**config.mk**
```make
export PLATFORM = sky130hd
export DESIGN_NAME = if_fetch_unit
export DESIGN_NICKNAME = d
export VERILOG_FILES = /design/src/rtl/if_fetch_unit.sv
export SDC_FILE = /design/constraint.sdc
export NUM_CORES = 1
export LEC_CHECK = 0
export ABC_AREA = 1
export CAP_MARGIN = 30
export CORE_MARGIN = 5
export CORE_UTILIZATION = 33
export CTS_BUF_LIST = sky130_fd_sc_hd__clkbuf_2 sky130_fd_sc_hd__clkbuf_4 sky130_fd_sc_hd__clkbuf_8
export CTS_CLUSTER_SIZE = 16
export DETAILED_ROUTE_END_ITERATION = 10
export DONT_BUFFER_PORTS = 1
export HOLD_SLACK_MARGIN = 0.08
export PLACE_DENSITY_LB_ADDON = 0.15
export SETUP_SLACK_MARGIN = 0.02
export SYNTH_ARGS = -nofsm -noshare
export SYNTH_HDL_FRONTEND = slang
export SYNTH_SLANG_ARGS = --single-unit
```
**constraint.sdc**
```tcl
create_clock -name clk -period 4.5 [get_ports clk]
set_input_delay 0.45 -clock clk [delete_from_list [all_inputs] [get_ports clk]]
set_output_delay 0.45 -clock clk [all_outputs]
set_load 0.03 [all_outputs]
```
**src/rtl/if_fetch_unit.sv**
```systemverilog
// -----------------------------------------------------------------------------
// if_fetch_unit
//   Instruction-fetch stage plus IF/ID pipeline register. Keeps the PC, issues
//   in-order requests to instruction memory over a valid/ready interface with
//   variable latency, buffers responses in a small credit-controlled FIFO and
//   presents one instruction per cycle to ID. EX redirects flush the FIFO and
//   turn every request still in flight into a response that will be discarded.
//
// Ports
//   clk, rst          clock; synchronous active-high reset
//   stall             ID cannot accept; hold the IF/ID register
//   redirect_valid    EX redirect this cycle
//   redirect_pc       redirect target (bits [1:0] ignored)
//   imem_req_valid/ready/addr   fetch request channel
//   imem_rsp_valid/data         in-order fetch responses
//   id_valid/id_pc/id_instr     IF/ID register contents
//
// Optional build macro
//   IF_PERF_CNT_EN    adds perf_fetched, perf_dropped, perf_stall_cycles
// -----------------------------------------------------------------------------
module if_fetch_unit #(
    parameter logic [31:0] RESET_PC   = 32'h0000_0000,
    parameter int          FIFO_DEPTH = 2,
    parameter logic [31:0] NOP_INSTR  = 32'h0000_0013
) (
    input  logic        clk,
    input  logic        rst,
    input  logic        stall,
    input  logic        redirect_valid,
    input  logic [31:0] redirect_pc,
    output logic        imem_req_valid,
    input  logic        imem_req_ready,
    output logic [31:0] imem_req_addr,
    input  logic        imem_rsp_valid,
    input  logic [31:0] imem_rsp_data,
    output logic        id_valid,
    output logic [31:0] id_pc,
    output logic [31:0] id_instr
`ifdef IF_PERF_CNT_EN
    ,
    output logic [31:0] perf_fetched,
    output logic [31:0] perf_dropped,
    output logic [31:0] perf_stall_cycles
`endif
);

    localparam int CW = $clog2(FIFO_DEPTH) + 1;
    localparam int PW = $clog2(FIFO_DEPTH);
    localparam logic [CW+1:0] DEPTH_W = (CW+2)'(FIFO_DEPTH);

    logic [31:0]   pc_q, pc_d;
    logic [CW-1:0] out_q, out_d;        // requests accepted, response not yet seen
    logic [CW-1:0] drop_q, drop_d;      // of those, responses to throw away
    logic [CW-1:0] fifo_cnt_q, fifo_cnt_d;
    logic [PW-1:0] fifo_wr_q, fifo_wr_d, fifo_rd_q, fifo_rd_d;
    logic [PW-1:0] pcq_wr_q, pcq_wr_d, pcq_rd_q, pcq_rd_d;
    logic          id_valid_q, id_valid_d;
    logic [31:0]   id_pc_q, id_pc_d, id_instr_q, id_instr_d;

    logic [31:0] fifo_pc_q    [FIFO_DEPTH];
    logic [31:0] fifo_instr_q [FIFO_DEPTH];
    logic [31:0] pcq_q        [FIFO_DEPTH];   // PC tag of each request in flight

    logic [CW+1:0] credit_sum;
    logic          req_fire, rsp_keep, rsp_drop, id_load, fifo_pop;
    logic          unused_pc_low;

    assign unused_pc_low = ^redirect_pc[1:0];

    // Outstanding, buffered and to-be-dropped slots all consume credit, so
    // the FIFO can never overflow.
    assign credit_sum     = (CW+2)'(out_q) + (CW+2)'(fifo_cnt_q) + (CW+2)'(drop_q);
    assign imem_req_valid = !rst && !redirect_valid && (credit_sum < DEPTH_W);
    assign imem_req_addr  = pc_q;
    assign req_fire       = imem_req_valid && imem_req_ready;
    assign rsp_keep       = imem_rsp_valid && (drop_q == '0) && !redirect_valid;
    assign rsp_drop       = imem_rsp_valid && (drop_q != '0) && !redirect_valid;
    assign id_load        = !stall || !id_valid_q;
    assign fifo_pop       = id_load && (fifo_cnt_q != '0) && !redirect_valid;

    assign id_valid = id_valid_q;
    assign id_pc    = id_pc_q;
    assign id_instr = id_instr_q;

    always_comb begin
        // NOTE: every next-state variable gets a default here so no path
        // through the block leaves it unassigned, which would infer a latch.
        pc_d       = pc_q;
        out_d      = out_q;
        drop_d     = drop_q;
        fifo_cnt_d = fifo_cnt_q;
        fifo_wr_d  = fifo_wr_q;
        fifo_rd_d  = fifo_rd_q;
        pcq_wr_d   = pcq_wr_q;
        pcq_rd_d   = pcq_rd_q;
        id_valid_d = id_valid_q;
        id_pc_d    = id_pc_q;
        id_instr_d = id_instr_q;

        if (redirect_valid) begin
            // Everything still in flight becomes wrong-path, including a
            // response that is arriving right now (it is consumed and lost).
            pc_d       = {redirect_pc[31:2], 2'b00};
            drop_d     = out_q - CW'(imem_rsp_valid);
            out_d      = out_q - CW'(imem_rsp_valid);
            fifo_cnt_d = '0;
            fifo_wr_d  = '0;
            fifo_rd_d  = '0;
            pcq_wr_d   = '0;
            pcq_rd_d   = '0;
            id_valid_d = 1'b0;
            id_instr_d = NOP_INSTR;
        end else begin
            if (req_fire) begin
                pc_d     = pc_q + 32'd4;
                pcq_wr_d = pcq_wr_q + PW'(1);
            end
            out_d      = out_q + CW'(req_fire) - CW'(imem_rsp_valid);
            drop_d     = drop_q - CW'(rsp_drop);
            fifo_wr_d  = fifo_wr_q + PW'(rsp_keep);
            pcq_rd_d   = pcq_rd_q + PW'(rsp_keep);
            fifo_rd_d  = fifo_rd_q + PW'(fifo_pop);
            fifo_cnt_d = fifo_cnt_q + CW'(rsp_keep) - CW'(fifo_pop);

            if (id_load) begin
                if (fifo_cnt_q != '0) begin
                    id_valid_d = 1'b1;
                    id_pc_d    = fifo_pc_q[fifo_rd_q];
                    id_instr_d = fifo_instr_q[fifo_rd_q];
                end else begin
                    id_valid_d = 1'b0;
                    id_instr_d = NOP_INSTR;
                end
            end
        end
    end

    // NOTE: state registers use non-blocking assignments so every flop
    // samples the pre-edge values regardless of statement order.
    always_ff @(posedge clk) begin
        if (rst) begin
            pc_q       <= RESET_PC;
            out_q      <= '0;
            drop_q     <= '0;
            fifo_cnt_q <= '0;
            fifo_wr_q  <= '0;
            fifo_rd_q  <= '0;
            pcq_wr_q   <= '0;
            pcq_rd_q   <= '0;
            id_valid_q <= 1'b0;
            id_pc_q    <= '0;
            id_instr_q <= NOP_INSTR;
        end else begin
            pc_q       <= pc_d;
            out_q      <= out_d;
            drop_q     <= drop_d;
            fifo_cnt_q <= fifo_cnt_d;
            fifo_wr_q  <= fifo_wr_d;
            fifo_rd_q  <= fifo_rd_d;
            pcq_wr_q   <= pcq_wr_d;
            pcq_rd_q   <= pcq_rd_d;
            id_valid_q <= id_valid_d;
            id_pc_q    <= id_pc_d;
            id_instr_q <= id_instr_d;
        end
    end

    // NOTE: storage arrays are not reset; the counters and pointers alone
    // decide which entries are meaningful.
    always_ff @(posedge clk) begin
        if (req_fire) begin
            pcq_q[pcq_wr_q] <= pc_q;
        end
        if (rsp_keep) begin
            fifo_pc_q[fifo_wr_q]    <= pcq_q[pcq_rd_q];
            fifo_instr_q[fifo_wr_q] <= imem_rsp_data;
        end
    end

`ifdef IF_PERF_CNT_EN
    logic [31:0] perf_fetched_q, perf_dropped_q, perf_stall_q;

    always_ff @(posedge clk) begin
        if (rst) begin
            perf_fetched_q <= '0;
            perf_dropped_q <= '0;
            perf_stall_q   <= '0;
        end else begin
            perf_fetched_q <= perf_fetched_q + 32'(rsp_keep);
            perf_dropped_q <= perf_dropped_q +
                              32'(imem_rsp_valid && (redirect_valid || drop_q != '0));
            perf_stall_q   <= perf_stall_q + 32'(stall && id_valid_q);
        end
    end

    assign perf_fetched      = perf_fetched_q;
    assign perf_dropped      = perf_dropped_q;
    assign perf_stall_cycles = perf_stall_q;
`endif

endmodule

```
Word-level counts from Yosys, hierarchy flattened
Memories as Yosys holds them, arrays and structs flattened. A register that Yosys moved wholly into a read port is not among the register bits. Index checks and enable logic that the tools add are counted. Widths: inputs -> output; s select.

Add/subtract/negate cells: 13. Magnitude comparators: 1. Mux-type cells: 12. Bitwise operators: 1. Reduce and logical (&&, ||, !) cells: 20.

Operator list (number): $mux 32 (3); $add 32x3->32 const B (1); $logic_and 1x1->1 (9); $sub 2x1->2 (4); $mux 1 (7); $reduce_bool 2->1 (3); $add 2x1->2 (2); $add 3x2->4 (1); $logic_not 1->1 (4); $lt 4x2->1 const B (1); $mux 2 (2); $add 1x1->1 (3); $add 2x2->3 (1); $reduce_and 3->1 (1); $logic_not 2->1 (1); $reduce_or 2->1 (1); $add 1x1->1 const B (1); $logic_or 1x1->1 (1); $not 1->1 (1).

Register bits after elaboration: 75. RAM bits: 192. Input port bits: 70. Output and inout port bits: 98. Logic and storage cells: 61. Memories kept: 3.

Memory list: fifo_instr_q (words 2, bits a word 32, rd ports 1, clocked after memory_dff 1, wr ports 1, line 61) `logic [31:0] fifo_instr_q [FIFO_DEPTH];`; fifo_pc_q (words 2, bits a word 32, rd ports 1, clocked after memory_dff 1, wr ports 1, line 60) `logic [31:0] fifo_pc_q [FIFO_DEPTH];`; pcq_q (words 2, bits a word 32, rd ports 1, clocked after memory_dff 1, wr ports 1, line 62) `logic [31:0] pcq_q [FIFO_DEPTH];`.

Logic depth before layout (Yosys ltp)
Gate-level depths: netlist of run 1.

Word-level depth: 8. Gate-level depth with buffers: 13. Mapped depth without buffers: 13.

Worst setup path after synthesis of run 1
No wires, ideal clock.

Kind: reg-to-reg. Start point: register out_q[1]. End point: memory pcq_q[0][10], enable pin. Library setup time: 0.417 ns. Arrival: 2.812 ns. Required time: 4.083 ns. Path slack: 1.271 ns. Stages on the path, launching flop included: 8. Buffers on the path: 0. Clock period less this slack: 3.229 ns. Path through: dfxtp_1 -> inv_1 -> fa_1 -> inv_1 -> ha_1 -> inv_1 -> nand4_4 -> nor2_1.

Cells in the longest elaborated chain, start to end: 7.

Ends and longest elaborated chain: start: declaration (line 52) `logic [CW-1:0] out_q, out_d;`; start signal: assignment (line 155) `out_q <= out_d;`; $add 2x2->3 (line 72) `assign credit_sum = (CW+2)'(out_q) + (CW+2)'(fifo_cnt_q) + (CW+2)'(drop_q);`; $add 3x2->4 (line 72); $lt 4x2->1 (line 73) `assign imem_req_valid = !rst && !redirect_valid && (credit_sum < DEPTH_W);`; $logic_and 1x1->1 (line 73); $logic_and 1x1->1 (line 75) `assign req_fire = imem_req_valid && imem_req_ready;`; $mux 1 (line 171) `if (req_fire) begin`; $mux 1 (implied by the code) (line 172) `pcq_q[pcq_wr_q] <= pc_q;`; end: declaration (line 62).

Every way passes these cells.

Worst setup path after layout of run 1
Start point: register out_q[1]. End point: output imem_req_valid.

Cells in the longest elaborated chain, start to end: 4.

Ends and longest elaborated chain: $add 2x2->3 (line 72); $add 3x2->4 (line 72); $lt 4x2->1 (line 73); $logic_and 1x1->1 (line 73); end: declaration (line 31) `output logic imem_req_valid,`.

Every way passes these cells.

==> impl_metrics.ini, run 1 <==
[routing]
dr.pass1.iters = 4
dr.first_iter.drc_count = 281
routedWlPerCell_microns = 16.66
routed_wl_mm = 28.40
via_per_inst = 4.552
antenna_left = 0
num_vias = 7757
drc_errors = 0

[place]
dpl-instance-area_sq_mm = 0.01195
pre_cts_ws_ns = 1.636
dp_hpwl_mm = 17.67
portBuffers = 0
place_congestion = 0.7982

[timing]
worst_slack_ns = 1.616
fin_crit_sh_pct = 64.10
hold_ws_ns = 0.1293
clock.fmax_ghz = 0.3467
slew-limit-headroom_pct = 46.23
setup_viol = 0
rsz0062_at_grt = no
fin_crit_ns = 2.884
finalHoldViolations = 0
tightestPinTransition_ns = 0.8066
drv_slew = 0
skew_ns = 0.01667
tns_ns = 0

[setup_path]
r2r-end = pcq_q[1][6]
critical_path_class = reg -> out
r2r-start = out_q[1]
critPathArrivalTime_ns = 2.43
worstSetupStartpoint = out_q[1]
r2r_cells = 8
rrSetupSlack_ns = 1.62
cp_data_required_time_ns = 4.05
endpoint_kind = output pin
cp-start-kind = flop
crit_fanout = 5

[synth]
synth_common_cells = 421 x nand2_1, 184 x edfxtp_1, 103 x dfxtp_1
ys_ff_latch = 287
synth_top_area_share_pct = 48.30
yosysMostFrequentCell = nand2_1
yosysTopAreaCell = edfxtp_1
synthFlopType = edfxtp_1
synthCells = 1134
synth_cell_types = 35
synth-edff-count = 184
syn_avg_cell_area_sq_um = 10.09
ys_seq_area_share_pct = 66.32
syn_area_sq_mm = 0.01144
yosys_warnings = 0
ys_async_sr_fraction_pct = 0
netlist_top_cells_area = edfxtp_1 48%, dfxtp_1 18%, nand2_1 14%

[power_and_ir_drop]
p_leak_uw = 0.004983
vdd_drop_max_mv = 0.1548
p_total_uw = 5906
powerDensity_mw_per_mm2 = 433.8

[min_path]
min_from = imem_rsp_valid
hold_depth = 2
min_to = drop_q[0]
hp-class = in -> reg

[clock_tree]
clock_latency_ns = 0.58
cts_buffers = 51
cts_max_level = 2
root_buffer = clkbuf_8
cts_tree = done
cts_buffer_depth = 3
clock_sinks = 287
clk_pin_slew_ns = 0.06

[grt]
antenna_found_initial = 0
grt_pass1_wl_mm = 44.47
grt-ovfl-total = 0
grt_max_degree = 64
grtUsageTotal_pct = 14.63
first_global_vias = 7754

[run]
cap_violations = 0

[die]
core-area_sq_mm = 0.03437
initial_utilization_pct = 33.28
die_area_sq_mm = 0.03849
dieHeight_microns = 196.2
num_rows = 68
io_pins = 168
die_w_microns = 196.2

[final_layout]
diodes = 0
drive_gt1_share_pct = 11.21
nets = 1288
stdcell_area_sq_mm = 0.01361
area_growth_pct = 19.00

[status]
outcome = finished clean
[cell families after synthesis]
kind of cell | synth area share, %
and+or+nand+nor | 19.36
DFF | 66.32
AOI/OAI and AO/OA | 7.733
buffers and inverters | 4.561
adders and majority gates | 1.378
xor gates and xnor gates | 0.6125
other | 0.03278
[cell type report]
type	count	area [sq um]
sequential	287	7591
multi-input combinational	727	3372
clock buffer	78	973.4
tap	455	569.3
clock inverter	18	115.1
inverter	71	266.5
timing repair buffer	68	725.7
fill	3420	20760
[stage by stage]
step	utilization, %	instances
2_1_floorplan	-	1137
3_3_place_gp	34.52	1549
3_5_place_dp	34.76	1552
4_1_cts	39.56	1703
5_1_grt	39.60	1704
6_report	39.60	1704
[critical path: stages (launching register included)]
cell     delay [ns]
dfxtp_1        0.38
inv_1          0.08
fa_1           0.55
inv_1          0.05
ha_1           0.27
inv_1          0.11
nand3_1        0.13
inv_1          0.29
[per-layer routing]
layer  vias to the layer above  part of all wire [%]  GRT usage (%)
met2                       210                    45          22.73
met5                         -                     0              0
met4                         0                   2.5          5.120
met3                        48                   8.0          5.255
met1                      3555                    45          18.98
li1                       3944                     -              -
[sequential cells by signal, indices dropped and copies added (netlist names), 2 cells and up]
signal,count
fifo_cnt_q,2
out_q,2
fifo_instr_q,64
drop_q,2
id_pc,30
id_instr,32
fifo_pc_q,60
imem_req_addr,30
pcq_q,60
[power breakdown]
| part | switching (uW) | total, uW | internal, uW |
|---|---|---|---|
| logic | 220 | 346 | 126 |
| clock network | 1060 | 2500 | 1440 |
| registers | 151 | 3060 | 2910 |
[placed cells by master (no fill, tap or decap), types with 2 or more instances in the layout]
cell type      Yosys  layout
a21oi_1           57      57
inv_1             65      65
edfxtp_1         184     184
inv_2              4       4
buf_4             10       9
nand3b_1           2       2
nor2_1            48      46
conb_1             1       4
or2_2              3       3
clkbuf_4           0      16
nand2_2            5       5
xor2_1             5       5
a31oi_1           38      38
buf_16             0       3
dlygate4sd3_1      0      54
ha_4               0       2
nor2_2             9      11
nand2_4            2       2
clkinvlp_4         0       2
xnor2_1            3       3
ha_1              11       9
o21ai_0           36      36
nand3_1           35      35
clkbuf_8           0      62
dfxtp_1          103     102
a22oi_1            2       2
o21ai_1           29      29
nand4_1            3       3
nor2_4             7       7
clkinv_1           2       9
nand2_1          421     421
clkinv_2           0       7
[worst max-delay path by stage]
stage	end	slack, ns
2_1_floorplan	pcq_q[0][10]	1.27
3_3_place_gp	pcq_q[1][5]	1.62
3_5_place_dp	pcq_q[1][6]	1.64
4_1_cts	imem_req_valid	1.57
5_1_grt	imem_req_addr[29]	1.40
6_report	imem_req_valid	1.62
[timing repair]
item	4_1_cts	5_1_grt
gates resized for setup	0	0
hold endpoints to repair	106	0
setup buffers	0	0
hold buffers	55	0
Power figures use the tool's default switching activity.
==> run 2: changes to the inputs <==
Clock period 4.5 ns to 2.8 ns, I/O delays scaled along.
==> run 2 against run 1 <==
Compared with the run above: register-to-register slack lost 1.4 ns; critical path type is now reg -> reg; power grew 59%; sequential share of layout area shrank 0.85 points; non-clock buffer count grew 27; worst setup slack lost 1.4 ns; via count grew 2.2%; largest power group unchanged.
==> impl_metrics.ini, run 2 (synthesis results as in run 1) <==
[routing]
via_per_inst = 4.592
antenna_left = 0
routedWlPerCell_microns = 16.66
num_vias = 7930
drc_errors = 0
dr.first_iter.drc_count = 330
dr.pass1.iters = 6
routed_wl_mm = 28.78

[status]
outcome = finished clean

[place]
pre_cts_ws_ns = 0.1092
portBuffers = 0
place_congestion = 0.7604
dp_hpwl_mm = 18.23

[setup_path]
rrSetupSlack_ns = 0.17
path_cells = inv_1 -> fa_1 -> inv_1 -> ha_1 -> inv_2 -> nand4_4 -> ha_1 -> inv_1 -> ha_1 -> xor2_1 -> or2_2 -> nand3_1 -> a21oi_1
slowest_stage = fa_1
cp_data_required_time_ns = 3.25
cp-start-kind = flop
max_stage_delay_ns = 0.54
crit_fanout = 5
critPathArrivalTime_ns = 3.07
critical_path_class = reg -> reg
endpoint_kind = flop

[grt]
grt_pass1_wl_mm = 44.75
met3_usage_pct = 4.946
first_global_vias = 7746
top_usage_layer = met2
antenna_found_initial = 0
grt_use_met1_pct = 18.98
grt-ovfl-total = 0
grtUsageTotal_pct = 14.70
grt_util_met2_pct = 23.62
grt_max_degree = 63

[clock_tree]
clock_sinks = 287
cts_max_level = 2
cts_tree = done
cts_buffer_depth = 3
root_buffer = clkbuf_8
post_cts_buffers = 0
clk_pin_slew_ns = 0.06
cts_buffers = 49
clock_latency_ns = 0.57

[power_and_ir_drop]
p_leak_uw = 0.005087
combPwrFrac_pct = 6.7
powerDensity_mw_per_mm2 = 677.4
p_sw_share_pct = 23.92
clkPwrFrac_pct = 41.1
p_int_uw = 7126
vdd_drop_max_mv = 0.3416
p_sw_uw = 2240
pwr-share-seq_pct = 52.3

[final_layout]
final_cell_mix = 421 x nand2_1, 184 x edfxtp_1, 100 x dfxtp_1, 68 x dlygate4sd3_1, 63 x inv_1
reg_top3 = fifo_instr_q (64), fifo_pc_q (60), pcq_q (60)
diodes = 0
nets = 1313
final_common_cell = nand2_1
drive_gt1_share_pct = 11.79
area_growth_pct = 20.88
largest_reg_flops = 64
top_register = fifo_instr_q

[timing]
setup_viol = 0
fin_crit_ns = 2.625
fin_crit_sh_pct = 93.77
slew-limit-headroom_pct = 49.01
skew_ns = 0.01624
rsz0062_at_grt = no
drv_slew = 0
worst_slack_ns = 0.1745
tightestPinTransition_ns = 0.7649
clock.fmax_ghz = 0.3809
finalHoldViolations = 0
tns_ns = 0

[die]
die_area_sq_mm = 0.03849
core-area_sq_mm = 0.03437
io_pins = 168
initial_utilization_pct = 33.28
die_w_microns = 196.2
dieHeight_microns = 196.2
num_rows = 68

[min_path]
hp-class = in -> reg

[run]
cap_violations = 0
[run 2: cell types whose count changed in the layout (fill, tap and decap cells not counted), moves of 2 or more]
cell | previous run | this run
buf_12 | 1 | 8
dfxtp_2 | 0 | 2
inv_2 | 4 | 6
clkbuf_4 | 16 | 23
dfxtp_1 | 102 | 100
buf_4 | 9 | 18
inv_1 | 65 | 63
clkinv_2 | 7 | 1
dlygate4sd3_1 | 54 | 68
clkinv_1 | 9 | 12
clkbuf_8 | 62 | 56
buf_16 | 3 | 1
[run 2: final cells by class]
| cell class | count | area (sq um) |
|---|---|---|
| timing repair buffer | 95 | 1003 |
| clock buffer | 79 | 943.4 |
| fill | 3452 | 20540 |
| tap | 455 | 569.3 |
| multi-input combinational | 727 | 3372 |
| sequential | 287 | 7594 |
| clock inverter | 13 | 80.08 |
| inverter | 71 | 266.5 |
[run 2: layer usage]
metal  share of wire [%]  vias up
li1                    -     3988
met1                  44     3674
met2                  46      219
met3                 7.7       49
met4                 2.1        0
met5                   0        -
[run 2: worst paths after layout]
path / startpoint / end / depth (start not counted)
max reg2reg: out_q[1] / out_q[1] / 13
min: imem_req_ready / imem_req_addr[26] / 5
min reg2reg: fifo_pc_q[0][16] / id_pc[16] / 2
max: out_q[1] / out_q[1] / 13
[run 2: metrics by stage]
stage               util, %  cells  hold slack [ns]  cell area, sq um  total power [uW]
floorplan                 -   1137           0.3789             11450              5321
global placement      35.06   1564           0.3547             12050              5495
detailed placement    35.14   1565           0.3580             12080              5506
CTS                   40.22   1727           0.1100             13820              9533
global route          40.23   1727           0.1523             13830              9821
finish                40.23   1727           0.1593             13830              9367
[run 2: worst max-delay path: cells and delay by family, from the launching register on]
family | cells | cell delay, ns
flip-flops | 1 | 0.36
buffers and inverters | 4 | 0.22
AND/OR/NAND/NOR | 3 | 0.44
XOR/XNOR | 1 | 0.15
AO/OA/AOI/OAI | 1 | 0.06
adder cells (fa/ha/maj) | 4 | 1.28
[run 2: repair_timing]
item | 4_1_cts | 5_1_grt
hold endpoints to repair | 105 | 0
setup endpoints to repair | 0 | 2
hold buffers | 70 | 0
resized for setup | 0 | 5
[run 2: power groups by stage]
stage	logic, uW	registers, uW	clock network, uW
finish	623	4900	3850
global placement	510	4990	0
global route	703	4920	4200
CTS	632	4900	4000
floorplan	371	4950	0
detailed placement	517	4990	0
